===== src/rtl/vga_timing_driver.sv =====
// ----------------------------------------------------------------------------
// vga_timing_driver
//
// Raster timing master and DAC-side driver for a 640x480@60 VGA output.
// Publishes the coordinates of the pixel that will be shown after the next
// pixel tick (next_x/next_y), so colour generators have one pixel period to
// produce vga_color. On each tick, that colour is captured, expanded from
// RGB332 to 8 bits per channel, and loaded together with sync/blank.
//
// Ports
//   clk           in   system clock
//   rst_n         in   asynchronous active-low reset
//   vga_color     in   RGB332 {R[7:5],G[4:2],B[1:0]} for pixel (next_x,next_y)
//   next_x        out  column of the pixel shown after the next tick
//   next_y        out  row of that pixel
//   next_visible  out  (next_x,next_y) lies inside the visible area
//   frame_start   out  one-clk pulse after the tick that loads pixel (0,0)
//   vga_r/g/b     out  registered DAC colour, zero outside the visible area
//   vga_hs        out  horizontal sync, active-low
//   vga_vs        out  vertical sync, active-low
//   vga_blank_n   out  high while the displayed pixel is visible
//   vga_sync_n    out  tied low (no sync-on-green)
//   vga_clk       out  registered pixel-rate clock to the DAC
// ----------------------------------------------------------------------------
module vga_timing_driver #(
    parameter int CLK_DIV   = 2,
    parameter int H_VISIBLE = 640,
    parameter int H_FP      = 16,
    parameter int H_SYNC    = 96,
    parameter int H_BP      = 48,
    parameter int V_VISIBLE = 480,
    parameter int V_FP      = 10,
    parameter int V_SYNC    = 2,
    parameter int V_BP      = 33
) (
    input  logic       clk,
    input  logic       rst_n,
    input  logic [7:0] vga_color,
    output logic [9:0] next_x,
    output logic [9:0] next_y,
    output logic       next_visible,
    output logic       frame_start,
    output logic [7:0] vga_r,
    output logic [7:0] vga_g,
    output logic [7:0] vga_b,
    output logic       vga_hs,
    output logic       vga_vs,
    output logic       vga_blank_n,
    output logic       vga_sync_n,
    output logic       vga_clk
);

    localparam int H_TOTAL  = H_VISIBLE + H_FP + H_SYNC + H_BP;
    localparam int V_TOTAL  = V_VISIBLE + V_FP + V_SYNC + V_BP;
    localparam int HS_START = H_VISIBLE + H_FP;
    localparam int HS_END   = HS_START + H_SYNC;
    localparam int VS_START = V_VISIBLE + V_FP;
    localparam int VS_END   = VS_START + V_SYNC;
    localparam int DIV_W    = (CLK_DIV > 2) ? $clog2(CLK_DIV) : 1;

    logic [DIV_W-1:0] div_cnt;
    logic             pix_tick;
    logic [9:0]       h_cnt;
    logic [9:0]       v_cnt;
    logic             h_wrap;
    logic             hs_next;
    logic             vs_next;
    logic [7:0]       r_exp;
    logic [7:0]       g_exp;
    logic [7:0]       b_exp;

    assign pix_tick   = (div_cnt == DIV_W'(CLK_DIV - 1));
    assign vga_sync_n = 1'b0;

    // Successor of the displayed pixel; raw counter values, not clamped
    // during blanking.
    always_comb begin
        h_wrap = (h_cnt == 10'(H_TOTAL - 1));
        next_x = h_wrap ? 10'd0 : h_cnt + 10'd1;
        if (h_wrap)
            next_y = (v_cnt == 10'(V_TOTAL - 1)) ? 10'd0 : v_cnt + 10'd1;
        else
            next_y = v_cnt;
    end

    assign next_visible = (next_x < 10'(H_VISIBLE)) && (next_y < 10'(V_VISIBLE));
    assign hs_next = !((next_x >= 10'(HS_START)) && (next_x < 10'(HS_END)));
    assign vs_next = !((next_y >= 10'(VS_START)) && (next_y < 10'(VS_END)));

    // Bit replication maps full-scale 3/2-bit codes onto 8'hFF.
    assign r_exp = {vga_color[7:5], vga_color[7:5], vga_color[7:6]};
    assign g_exp = {vga_color[4:2], vga_color[4:2], vga_color[4:3]};
    assign b_exp = {4{vga_color[1:0]}};

    // Reset parks the counters on the last pixel of the frame so the first
    // tick after release lands on (0,0).
    always_ff @(posedge clk or negedge rst_n) begin
        if (!rst_n) begin
            div_cnt     <= '0;
            h_cnt       <= 10'(H_TOTAL - 1);
            v_cnt       <= 10'(V_TOTAL - 1);
            vga_r       <= 8'd0;
            vga_g       <= 8'd0;
            vga_b       <= 8'd0;
            vga_blank_n <= 1'b0;
            vga_hs      <= 1'b1;
            vga_vs      <= 1'b1;
            vga_clk     <= 1'b0;
            frame_start <= 1'b0;
        end else begin
            frame_start <= 1'b0;
            if (pix_tick) begin
                div_cnt     <= '0;
                h_cnt       <= next_x;
                v_cnt       <= next_y;
                vga_r       <= next_visible ? r_exp : 8'd0;
                vga_g       <= next_visible ? g_exp : 8'd0;
                vga_b       <= next_visible ? b_exp : 8'd0;
                vga_blank_n <= next_visible;
                vga_hs      <= hs_next;
                vga_vs      <= vs_next;
                vga_clk     <= 1'b0;
                frame_start <= (next_x == 10'd0) && (next_y == 10'd0);
            end else begin
                div_cnt <= div_cnt + DIV_W'(1);
                // Rising DAC edge half a pixel after the outputs change.
                if (div_cnt == DIV_W'(CLK_DIV / 2 - 1))
                    vga_clk <= 1'b1;
            end
        end
    end

endmodule

===== config.mk =====
export PLATFORM = sky130hd
export DESIGN_NAME = vga_timing_driver
export DESIGN_NICKNAME = d
export VERILOG_FILES = /design/src/rtl/vga_timing_driver.sv
export SDC_FILE = /design/constraint.sdc
export NUM_CORES = 1
export LEC_CHECK = 0
export BUFFER_PORTS_ARGS = -buffer_cell sky130_fd_sc_hd__buf_2
export CORE_ASPECT_RATIO = 1.1
export CORE_MARGIN = 2
export CORE_UTILIZATION = 50
export CTS_CLUSTER_SIZE = 10
export DETAILED_ROUTE_END_ITERATION = 10
export PLACE_DENSITY = 0.76
export SKIP_LAST_GASP = 1
export SYNTH_ARGS = -nofsm -noshare
export SYNTH_HDL_FRONTEND = slang
export SYNTH_SLANG_ARGS = --single-unit

===== constraint.sdc =====
create_clock -name clk -period 2.95 [get_ports clk]
set_input_delay 0.1475 -clock clk [delete_from_list [all_inputs] [get_ports clk]]
set_output_delay 0.1475 -clock clk [all_outputs]
set_load 0.005 [all_outputs]

# --- Word level (Yosys, flattened, before mapping) ---
# Index checks and enable logic that the tools add are counted.
word_totals:
  in_bits: 10
  output_inout_bits: 51
  elab_cells: 39
  reg_bits: 50
op_classes:
  addsub: 3
  n_mux: 9
  magnitude_cmp: 6
  reduce_logical: 8
  n_eq_ne: 2
op_table:
  columns: ["op", "count"]
  rows:
  - ["10-bit two-way mux", 3]
  - ["8-bit two-way mux", 3]
  - ["10-bit by 1-bit adder with 10-bit output, second input constant", 2]
  - ["10-bit == test, second input constant", 2]
  - ["10-bit zero test", 2]
  - ["10-bit < comparator, second input constant", 2]
  - ["10-bit by 9-bit < comparator with 1-bit output, second input constant", 2]
  - ["10-bit >= comparator, second input constant", 1]
  - ["10-bit by 9-bit >= comparator with 1-bit output, second input constant", 1]
  - ["1-bit logical AND", 4]
  - ["1-bit two-way mux", 3]
  - ["1-bit zero test", 2]
  - ["1-bit adder, second input constant", 1]

# --- Depth between registers and ports, before layout ---
# Gate-level depths: netlist of run 1.
logic_depth:
  word_depth: 6
  mapped_depth: 9
  depth_no_buf: 8

# --- Least setup slack after synthesis of run 1 ---
# No wires, ideal clock.
synth_path:
  kind: "register -> register"
  from: "reg h_cnt[0]"
  to: "reg vga_blank_n"
  setup_slack_ns: 0.139
  setup_ns: 0.067
  period_less_slack_ns: 2.811
  arrival_time_ns: 2.744
  stages_incl_launch_ff: 9
  n_path_buf: 1
  required_time_ns: 2.883
  cell_sequence: "dfstp_2 ha_1 nand4_2 or4_1 buf_2 xnor2_1 and4b_1 a2111oi_4 mux2_4"
synth_via:
  elab_chain_cells: 4
  elab_cells_between_ends: 7
  classes_between: "add/sub: 1; order compare: 2; eq/ne: 1; mux: 2; reduce/logical: 1"
synth_lines:
  columns: ["item", "line_no", "source"]
  rows:
  - ["start, declared", "63", "logic [9:0] h_cnt;"]
  - ["start signal, assigned", "100", "h_cnt <= 10'(H_TOTAL - 1);"]
  - ["start signal, assigned", "114", "h_cnt <= next_x;"]
  - ["10-bit == test", "78", "h_wrap = (h_cnt == 10'(H_TOTAL - 1));"]
  - ["10-bit two-way mux", "80", "if (h_wrap)"]
  - ["net next_y[5]", "40", "output logic [9:0] next_y,"]
  - ["10-bit by 9-bit < comparator with 1-bit output", "86", "assign next_visible = (next_x < 10'(H_VISIBLE)) && (next_y < 10'(V_VISIBLE));"]
  - ["1-bit logical AND", "86", null]
  - ["net next_visible", "41", "output logic next_visible,"]
  - ["end signal, assigned", "119", "vga_blank_n <= next_visible;"]
  - ["end, declared", "48", "output logic vga_blank_n,"]
# The timed path passes the listed nets, and every way through them passes these cells.
# A chain may end at the register's enable or synchronous reset.

# --- Final worst setup path of run 1 ---
layout_path:
  from: "reg h_cnt[1]"
  to: "out next_visible"
layout_via:
  elab_chain_cells: 4
  elab_cells_between_ends: 7
  classes_between: "add/sub: 1; order compare: 2; eq/ne: 1; mux: 2; reduce/logical: 1"
layout_lines:
  columns: ["item", "line_no"]
  rows:
  - ["10-bit by 1-bit adder with 10-bit output / 10-bit == test (equally long branches)", "79, 78"]
  - ["10-bit two-way mux (on tied branches)", "79, 80"]
  - ["10-bit < comparator / 10-bit by 9-bit < comparator with 1-bit output (equally long branches)", "86"]
  - ["1-bit logical AND (*)", "86"]
  - ["end, declared", "41"]
# Mark *: on every way between the ends. The rest lies on a longest branch, timed or not.

==> summary.txt, run 1 <==
Finish
  – Number of nets in the layout: 306
  – Fillers: 387
  – N_diodes: 0
  – Ratio of cells with drive above 1 in the final layout: 38.6%
  – Leading cell types in the layout, fill and taps excluded: buf_2, dfrtp_1, nor2_1, nand2_1, xnor2_1
  – Most common cell after layout, fill and taps aside: buf_2
  – Area delta synth->final: 17.5%

Die
  – Die area: 5200 um2
  – Die Wd: 68.9 um
  – Initial Utilization: 53.0%
  – Top-level port count: 61
  – Die H: 75.4 um
  – Core ar.: 4380 um2
  – # rows: 25

Synth
  – Syn_area_per_cell: 9.32 um2
  – Synth warn: 0
  – EDFF count, synth: 0
  – Yosys cell types: 52
  – Dominant cells by area after synthesis: dfrtp_1, dfstp_2, buf_4, xnor2_1, mux2_2
  – Syn Nets: 263
  – Ys async rst share: 100%
  – Mapped Area: 2320 um2
  – Post-synthesis sequential area ratio: 36.2%
  – Synthesized instance count: 249
  – Ys flop type: dfrtp_1
  – Cell taking the most area after synthesis: dfrtp_1
  – Synth Register Bits: 33
  – Top cell type's share of synthesized area: 22.7%

Hold path
  – Hold path startpoint: vga_color[0]
  – Hold Crit Class: in2reg
  – Hold Crit Depth: 2
  – Hold Path End: vga_b[6]

Routing
  – Antenna-violating nets left: 0
  – Routed WL: 5430 um
  – Wire per inst: 15.7 um
  – Via count: 1,982
  – Via density: 5.71
  – DR pass1 iterations: 4
  – Starting DRT DRC Count: 90
  – # DRC: 0

Placed design
  – RePlAce Congestion: 0.894
  – Post-DP HPWL: 3720 um
  – Pre-CTS setup slack: 120 ps
  – Port bufs: 59

Clocking
  – Clock slew at reported path FFs: 70 ps
  – Clock tree buffer depth: 2
  – CTS buffer count: 5
  – CTS tree: done
  – H-tree Lvls: 2
  – Clock Tree Root: clkbuf_8
  – Clock tree sinks: 33
  – Clk_lat worst skew: 290 ps

Timing
  – Final setup fails: 0
  – Fin crit share: 96.3%
  – Final slew viol count: 0
  – Fin Clk Skew: 7.37 ps
  – Unrepaired setup endpoints after global routing: false
  – Slew HR: 50.0%
  – Fmax: 352 MHz
  – Clock period minus worst slack: 2840 ps
  – Worst-margin pin slew: 751 ps
  – Final Hold Viols: 0
  – Setup WS post-layout: 110 ps
  – Post-route setup TNS: 0 ps

GRT
  – Largest net degree at the start of global routing: 45
  – Number of global-route vias before repair: 1,679
  – Total gr overflow: 0
  – Initial antenna violation count: 0
  – First-pass GRT wire length: 8180 um
  – Total track usage: 21.2%

Worst setup path
  – R2R Path Start: h_cnt[1]
  – Critical Path Max Stage Delay: 570 ps
  – Crit Path Max Fanout: 4
  – Flop2flop setup slack: 130 ps
  – R2r worst-path depth: 9
  – WP data arrival: 2690 ps
  – Reg2reg end: vga_blank_n
  – CP Class: reg2out
  – Crit path max-delay cell type: dfstp_2
  – CP Capture Type: output pin
  – Crit path buf inv count: 3
  – Crit path depth: 9
  – CP delay by family, top: simple AND/OR/NAND/NOR gates
  – CP Cell Sequence: ha_2 -> nand4_4 -> or4_4 -> buf_4 -> o21ai_4 -> a22oi_4 -> a2111oi_4 -> buf_6 -> buf_2
  – Critical Path RT: 2800 ps
  – Startpoint Class: register

Power
  – P_leak: 1.34 nW
  – VDD IR max: 0.174 mV
  – Design Power: 0.000948 W
  – Power Density: 348 nW/um2

Run status
  – Status: completed

Flow run
  – Max cap viols: 0
[state kept, by name, summed over array words and instances (netlist names)]
register	cells
vga_hs	1
vga_b	2
vga_g	3
frame_start	1
vga_blank_n	1
vga_r	3
div_cnt	1
v_cnt	10
vga_vs	1
h_cnt	10
[report_power, final]
part           leakage [nW]  internal (W)  switching (W)
Clock                0.0585      0.000275       0.000170
Combinational         0.888     0.0000207      0.0000196
Sequential            0.390      0.000459     0.00000408
Total                  1.34      0.000755       0.000193
[kinds of logic after synthesis]
family                     synth area share, %
and+or+nand+nor                           22.3
buffers and inverters                     10.6
AOI/OAI and AO/OA                         14.0
DFF                                       36.2
xor gates and xnor gates                  8.31
muxes                                     6.26
adders and majority gates                 2.16
other                                    0.162
[area by class of cell]
cell class                 count  area [um2]  share of cell area [%]
sequential                    33         841                    30.8
multi-input combinational    171        1260                    46.3
tap                           54        67.6                    2.48
clock inverter                 1        30.0                    1.10
clock buffer                   7        86.3                    3.17
inverter                       7        26.3                   0.964
timing repair buffer          74         414                    15.2
[synth_stat cells (4+ instances only)]
master,n
nand3_1,8
o21ai_0,7
nor2_1,19
xor2_1,8
xnor2_1,14
nand4_1,7
clkbuf_1,11
dfstp_2,12
nand2_1,16
a21oi_1,6
nor2b_1,8
buf_2,6
mux2i_1,4
mux2_2,8
a31o_1,9
dfrtp_1,21
inv_1,7
buf_4,18
ha_1,4
and3_1,6
[worst max-delay path by stage]
stage,startpoint,to,slack [ps]
3_5_place_dp,h_cnt[0],frame_start,120
2_1_floorplan,h_cnt[0],vga_blank_n,140
4_1_cts,h_cnt[0],next_visible,40
5_1_grt,h_cnt[1],next_visible,0.3
3_3_place_gp,h_cnt[0],vga_blank_n,220
6_report,h_cnt[1],next_visible,110
[worst register-to-register path: stages, from the launching register on]
cell       delay [ps]
dfstp_2           570
ha_2              210
nand4_4           130
or4_4             570
or3_4             380
a22oi_4           240
a2111oi_4          50
buf_6             140
buf_4             160
mux2_4            260
[layer usage]
layer	part of all wire, %	global-route usage (%)
met3	7.6	4.58
met2	48	32.9
met4	1.1	6.10
met5	0	0
met1	44	29.8
[repair_timing]
action | in CTS | in global routing
setup buffers | 1 | 3
pin swaps | 0 | 0
endpoints found under the hold margin | 21 | 0
hold buffers | 1 | 0
gates resized for setup | 3 | 3
endpoints found under the setup margin | 1 | 3
[per-stage QoR]
step	utilization [%]	cells	hold WS, ps	instance area (um2)
finish	62.3	347	89.3	2730
global route	62.3	347	81.1	2730
CTS	61.3	344	83.7	2690
floorplan	-	249	-148	2320
detailed placement	57.9	334	253	2540
global placement	57.9	334	259	2540
(Power assumes the default switching activity.)
==> inputs of run 2 (changes only) <==
REMOVE_ABC_BUFFERS = 1   (was not set)
==> summary.txt, run 2 (synthesis results as in run 1) <==
Run status
  – Status: completed

Timing
  – Final Hold Viols: 0
  – Fin Clk Skew: 5.50 ps
  – Final setup fails: 0
  – Unrepaired setup endpoints after global routing: false
  – Final slew viol count: 0
  – Hold slack final: 84.8 ps
  – Clock period minus worst slack: 2820 ps
  – Post-route setup TNS: 0 ps
  – Slew HR: 50.4%
  – Fmax: 355 MHz
  – Fin crit share: 95.6%
  – Worst-margin pin slew: 743 ps

Clocking
  – Clock Tree Root: clkbuf_8
  – Clock slew at reported path FFs: 70 ps
  – Clock tree sinks: 33
  – Clk_lat worst skew: 290 ps
  – CTS tree: done
  – Clock tree buffer depth: 2
  – H-tree Lvls: 2
  – CTS buffer count: 5

GRT
  – Largest net degree at the start of global routing: 45
  – Number of global-route vias before repair: 1,666
  – Initial antenna violation count: 0
  – First-pass GRT wire length: 7910 um
  – Total track usage: 20.6%
  – Total gr overflow: 0

Die
  – Die H: 75.4 um
  – Initial Utilization: 53.0%
  – Die Wd: 68.9 um
  – Die area: 5200 um2
  – Core ar.: 4380 um2
  – Top-level port count: 61
  – # rows: 25

Flow run
  – Max cap viols: 0

Power
  – VDD IR max: 0.211 mV
  – P_leak: 1.33 nW
  – Power Density: 369 nW/um2

Worst setup path
  – Flop2flop setup slack: 230 ps
  – Startpoint Class: register
  – CP Class: reg2out
  – WP data arrival: 2670 ps
  – CP Capture Type: output pin
  – Crit Path Max Fanout: 9
  – Critical Path RT: 2800 ps

Finish
  – Final core utilization: 62.7%
  – Non-Filler Instances: 344
  – Ratio of cells with drive above 1 in the final layout: 38.6%
  – Number of nets in the layout: 303
  – N_diodes: 0
  – Most common cell after layout, fill and taps aside: buf_2
  – Leading cell types in the layout, fill and taps excluded: buf_2, dfrtp_1, nor2_1, nand2_1, xnor2_1
  – Area delta synth->final: 18.3%
  – Largest registers: h_cnt: 10 flops, v_cnt: 10 flops

Placed design
  – Placed cells: 333
  – RePlAce Congestion: 0.808
  – Port bufs: 59
  – Post-DP HPWL: 3640 um

Routing
  – Routed WL: 5340 um
  – Starting DRT DRC Count: 159
  – Wire per inst: 15.5 um
  – Via count: 1,944
  – Antenna-violating nets left: 0
  – Via density: 5.65
  – # DRC: 0
  – DR pass1 iterations: 4

Hold path
  – Hold Crit Class: in2reg
## run 2: cell count changes in the layout (fill, tap and decap cells not counted), sizes merged
cell / before / now
buf: 73 / 70
bufinv: 1 / 2
clkbuf: 7 / 5
clkinv: 0 / 1
## run 2: critical path, stage by stage, from the launching register on
cell       delay (ps)
dfstp_2           610
nand3_1           170
or4_4             590
buf_4             180
o21ai_4           160
a22oi_4           110
a2111oi_4         310
buf_6             150
buf_2             100
## run 2: cell type report
type                            instances  area (um2)
Clock inverter                          3        65.1
Sequential cell                        33         841
Tap cell                               54        67.6
Fill cell                             371        1640
Clock buffer                            5        68.8
Timing Repair Buffer                   71         392
Inverter                                7        26.3
Multi-Input combinational cell        171        1280
## run 2: worst paths after layout
kind	end	depth (start not counted)	start
min	vga_g[4]	2	vga_color[4]
min reg2reg	div_cnt	1	div_cnt
max in group asynchronous	vga_g[6]	2	rst_n
max	next_visible	8	v_cnt[2]
min in group asynchronous	h_cnt[5]	2	rst_n
max reg2reg	vga_blank_n	8	v_cnt[2]
## run 2: metal layers
metal / GRT usage [%] / vias to the layer above / part of all wire [%]
li1: - / 940 / -
met1: 27.8 / 931 / 44
met2: 32.9 / 64 / 50
met3: 3.99 / 9 / 5.3
met4: 7.41 / 0 / 1.5
met5: 0 / - / 0
## run 2: timing repair
| item | 4_1_cts | 5_1_grt |
|---|---|---|
| hold buffers | 1 | 0 |
| setup endpoints to repair | 1 | 2 |
| buffers inserted | 1 | 1 |
| pin swaps | 0 | 2 |
| resized for setup | 2 | 7 |
| endpoints found under the hold margin | 21 | 0 |
## run 2: where the power goes
group	leakage [nW]	switching (W)	total [W]	internal (W)
registers	0.390	0.00000413	0.000463	0.000459
clock network	0.0681	0.000174	0.000509	0.000336
logic	0.871	0.0000191	0.0000398	0.0000206
## run 2: metrics by stage
step	area [um2]	worst slack, ps	total power (W)
finish	2740	131	0.00101
global route	2740	1.52	0.00104
CTS	2690	39.6	0.00102
detailed placement	2530	189	0.000511
global placement	2530	244	0.000510
floorplan	2100	84.1	0.000480
==> inputs of run 3 (changes only) <==
CELL_PAD_IN_SITES_DETAIL_PLACEMENT = 1   (was not set)
CELL_PAD_IN_SITES_GLOBAL_PLACEMENT = 2   (was not set)
CORE_UTILIZATION = 32   (was 50)
PLACE_DENSITY = not set   (was 0.76)
PLACE_DENSITY_LB_ADDON = 0.1   (was not set)
==> summary.txt, run 3 (synthesis results as in run 1) <==
Die
  – Die area: 7950 um2
  – Die H: 93.3 um
  – Core ar.: 7010 um2
  – Top-level port count: 61
  – Die Wd: 85.2 um
  – Initial Utilization: 33.1%
  – # rows: 32

Worst setup path
  – CP Capture Type: output pin
  – R2r worst-path depth: 8
  – Critical Path RT: 2800 ps
  – Startpoint Class: register
  – WP data arrival: 2670 ps
  – CP Class: reg2out
  – Crit Path Max Fanout: 7

Timing
  – Post-route setup TNS: 0 ps
  – Clock period minus worst slack: 2810 ps
  – Slew HR: 47.4%
  – Final setup fails: 0
  – Hold slack final: 75.4 ps
  – Fin crit share: 95.3%
  – Fmax: 356 MHz
  – Final Hold Viols: 0
  – Fin Clk Skew: 6.49 ps
  – Unrepaired setup endpoints after global routing: false
  – Final slew viol count: 0
  – Worst-margin pin slew: 789 ps

Routing
  – DR pass1 iterations: 3
  – Met2 routed WL: 3520 um
  – Antenna-violating nets left: 0
  – # DRC: 0
  – Via count: 2,032
  – Starting DRT DRC Count: 68
  – Routed WL: 6740 um
  – Met3 wire length: 170 um
  – M1 WL: 2990 um
  – Via density: 5.14
  – Uppermost layer routed: met4
  – Wire per inst: 17.1 um

Finish
  – Largest registers: h_cnt: 10 flops, v_cnt: 10 flops
  – Number of nets in the layout: 323
  – Area delta synth->final: 25.0%
  – Ratio of cells with drive above 1 in the final layout: 42.6%
  – N_diodes: 0
  – Leading cell types in the layout, fill and taps excluded: buf_2, buf_4, dfrtp_1, nor2_1, nand2_1
  – Most common cell after layout, fill and taps aside: buf_2

Power
  – Power Density: 334 nW/um2
  – P_leak: 1.43 nW
  – VDD IR max: 0.166 mV
  – Design Power: 0.000969 W

Clocking
  – Clock Tree Root: clkbuf_8
  – Clock slew at reported path FFs: 80 ps
  – H-tree Lvls: 2
  – Clock tree buffer depth: 2
  – Clk_lat worst skew: 290 ps
  – CTS tree: done
  – CTS buffer count: 5
  – Clock tree sinks: 33

GRT
  – Initial antenna violation count: 0
  – Number of global-route vias before repair: 2,094
  – Largest net degree at the start of global routing: 45
  – First-pass GRT wire length: 11,300 um
  – Total gr overflow: 0
  – Total track usage: 18.0%

Run status
  – Status: completed

Placed design
  – Port bufs: 59
  – RePlAce Congestion: 0.752
  – Post-DP HPWL: 4950 um

Hold path
  – Hold Crit Class: in2reg
  – Hold Crit Depth: 2

Flow run
  – Max cap viols: 0
run 3: cell count changes in the layout (fill, tap and decap cells not counted), sizes merged:
cell / previous run / this run
buf: 70 / 90
bufinv: 2 / 1
clkbuf: 5 / 6
clkinv: 1 / 0
clkinvlp: 0 / 1
run 3: final cells by class:
class / count / area (um2)
tap: 85 / 106
inverter: 7 / 26.3
clock inverter: 2 / 37.5
fill: 833 / 4110
clock buffer: 6 / 82.6
multi-input combinational: 171 / 1260
timing repair buffer: 91 / 542
sequential: 33 / 841
run 3: metrics by stage:
stage / util, % / instance area (um2) / std cells / setup slack, ps
after global routing: 41.4 / 2900 / 395 / 0.924
after floorplan: - / 2100 / 211 / 84.1
after detailed placement: 38.3 / 2680 / 379 / 229
final: 41.4 / 2900 / 395 / 137
after global placement: 38.3 / 2680 / 379 / 283
after CTS: 40.4 / 2830 / 389 / 33.0
run 3: worst paths after layout:
| path | to | startpoint | slack (ps) |
|---|---|---|---|
| worst min-delay path | vga_b[6] | vga_color[0] | 80 |
| min in group asynchronous | vga_blank_n | rst_n | 480 |
| worst max register to register | vga_blank_n | v_cnt[3] | 240 |
| worst max-delay path | next_visible | v_cnt[3] | 140 |
| max in group asynchronous | h_cnt[5] | rst_n | 1960 |
| worst min register to register | div_cnt | div_cnt | 460 |
run 3: what timing repair did:
action	in CTS	in global routing
gates cloned	0	0
endpoints found under the hold margin	21	0
resized for setup	3	4
pin swaps	0	2
hold buffers	1	0
setup buffers	1	6
setup endpoints to repair	1	1
run 3: worst max-delay path, cell delays in order (launching register included):
cell       delay, ps
dfstp_2          610
nand3_2          160
or4_4            600
buf_4            180
o21ai_4          160
a22oi_4          110
a2111oi_4        300
buf_6            150
buf_2            100
run 3: metal layers:
metal	track usage (%)	up-vias
met4	3.97	0
met3	3.35	5
li1	-	977
met1	23.1	1028
met2	31.4	22
met5	0	-
run 3: where the power goes:
group / switching, W / internal [W] / total (W)
sequential: 0.00000457 / 0.000459 / 0.000463
combinational: 0.0000202 / 0.0000207 / 0.0000408
clock: 0.000190 / 0.000275 / 0.000465
total: 0.000215 / 0.000754 / 0.000969
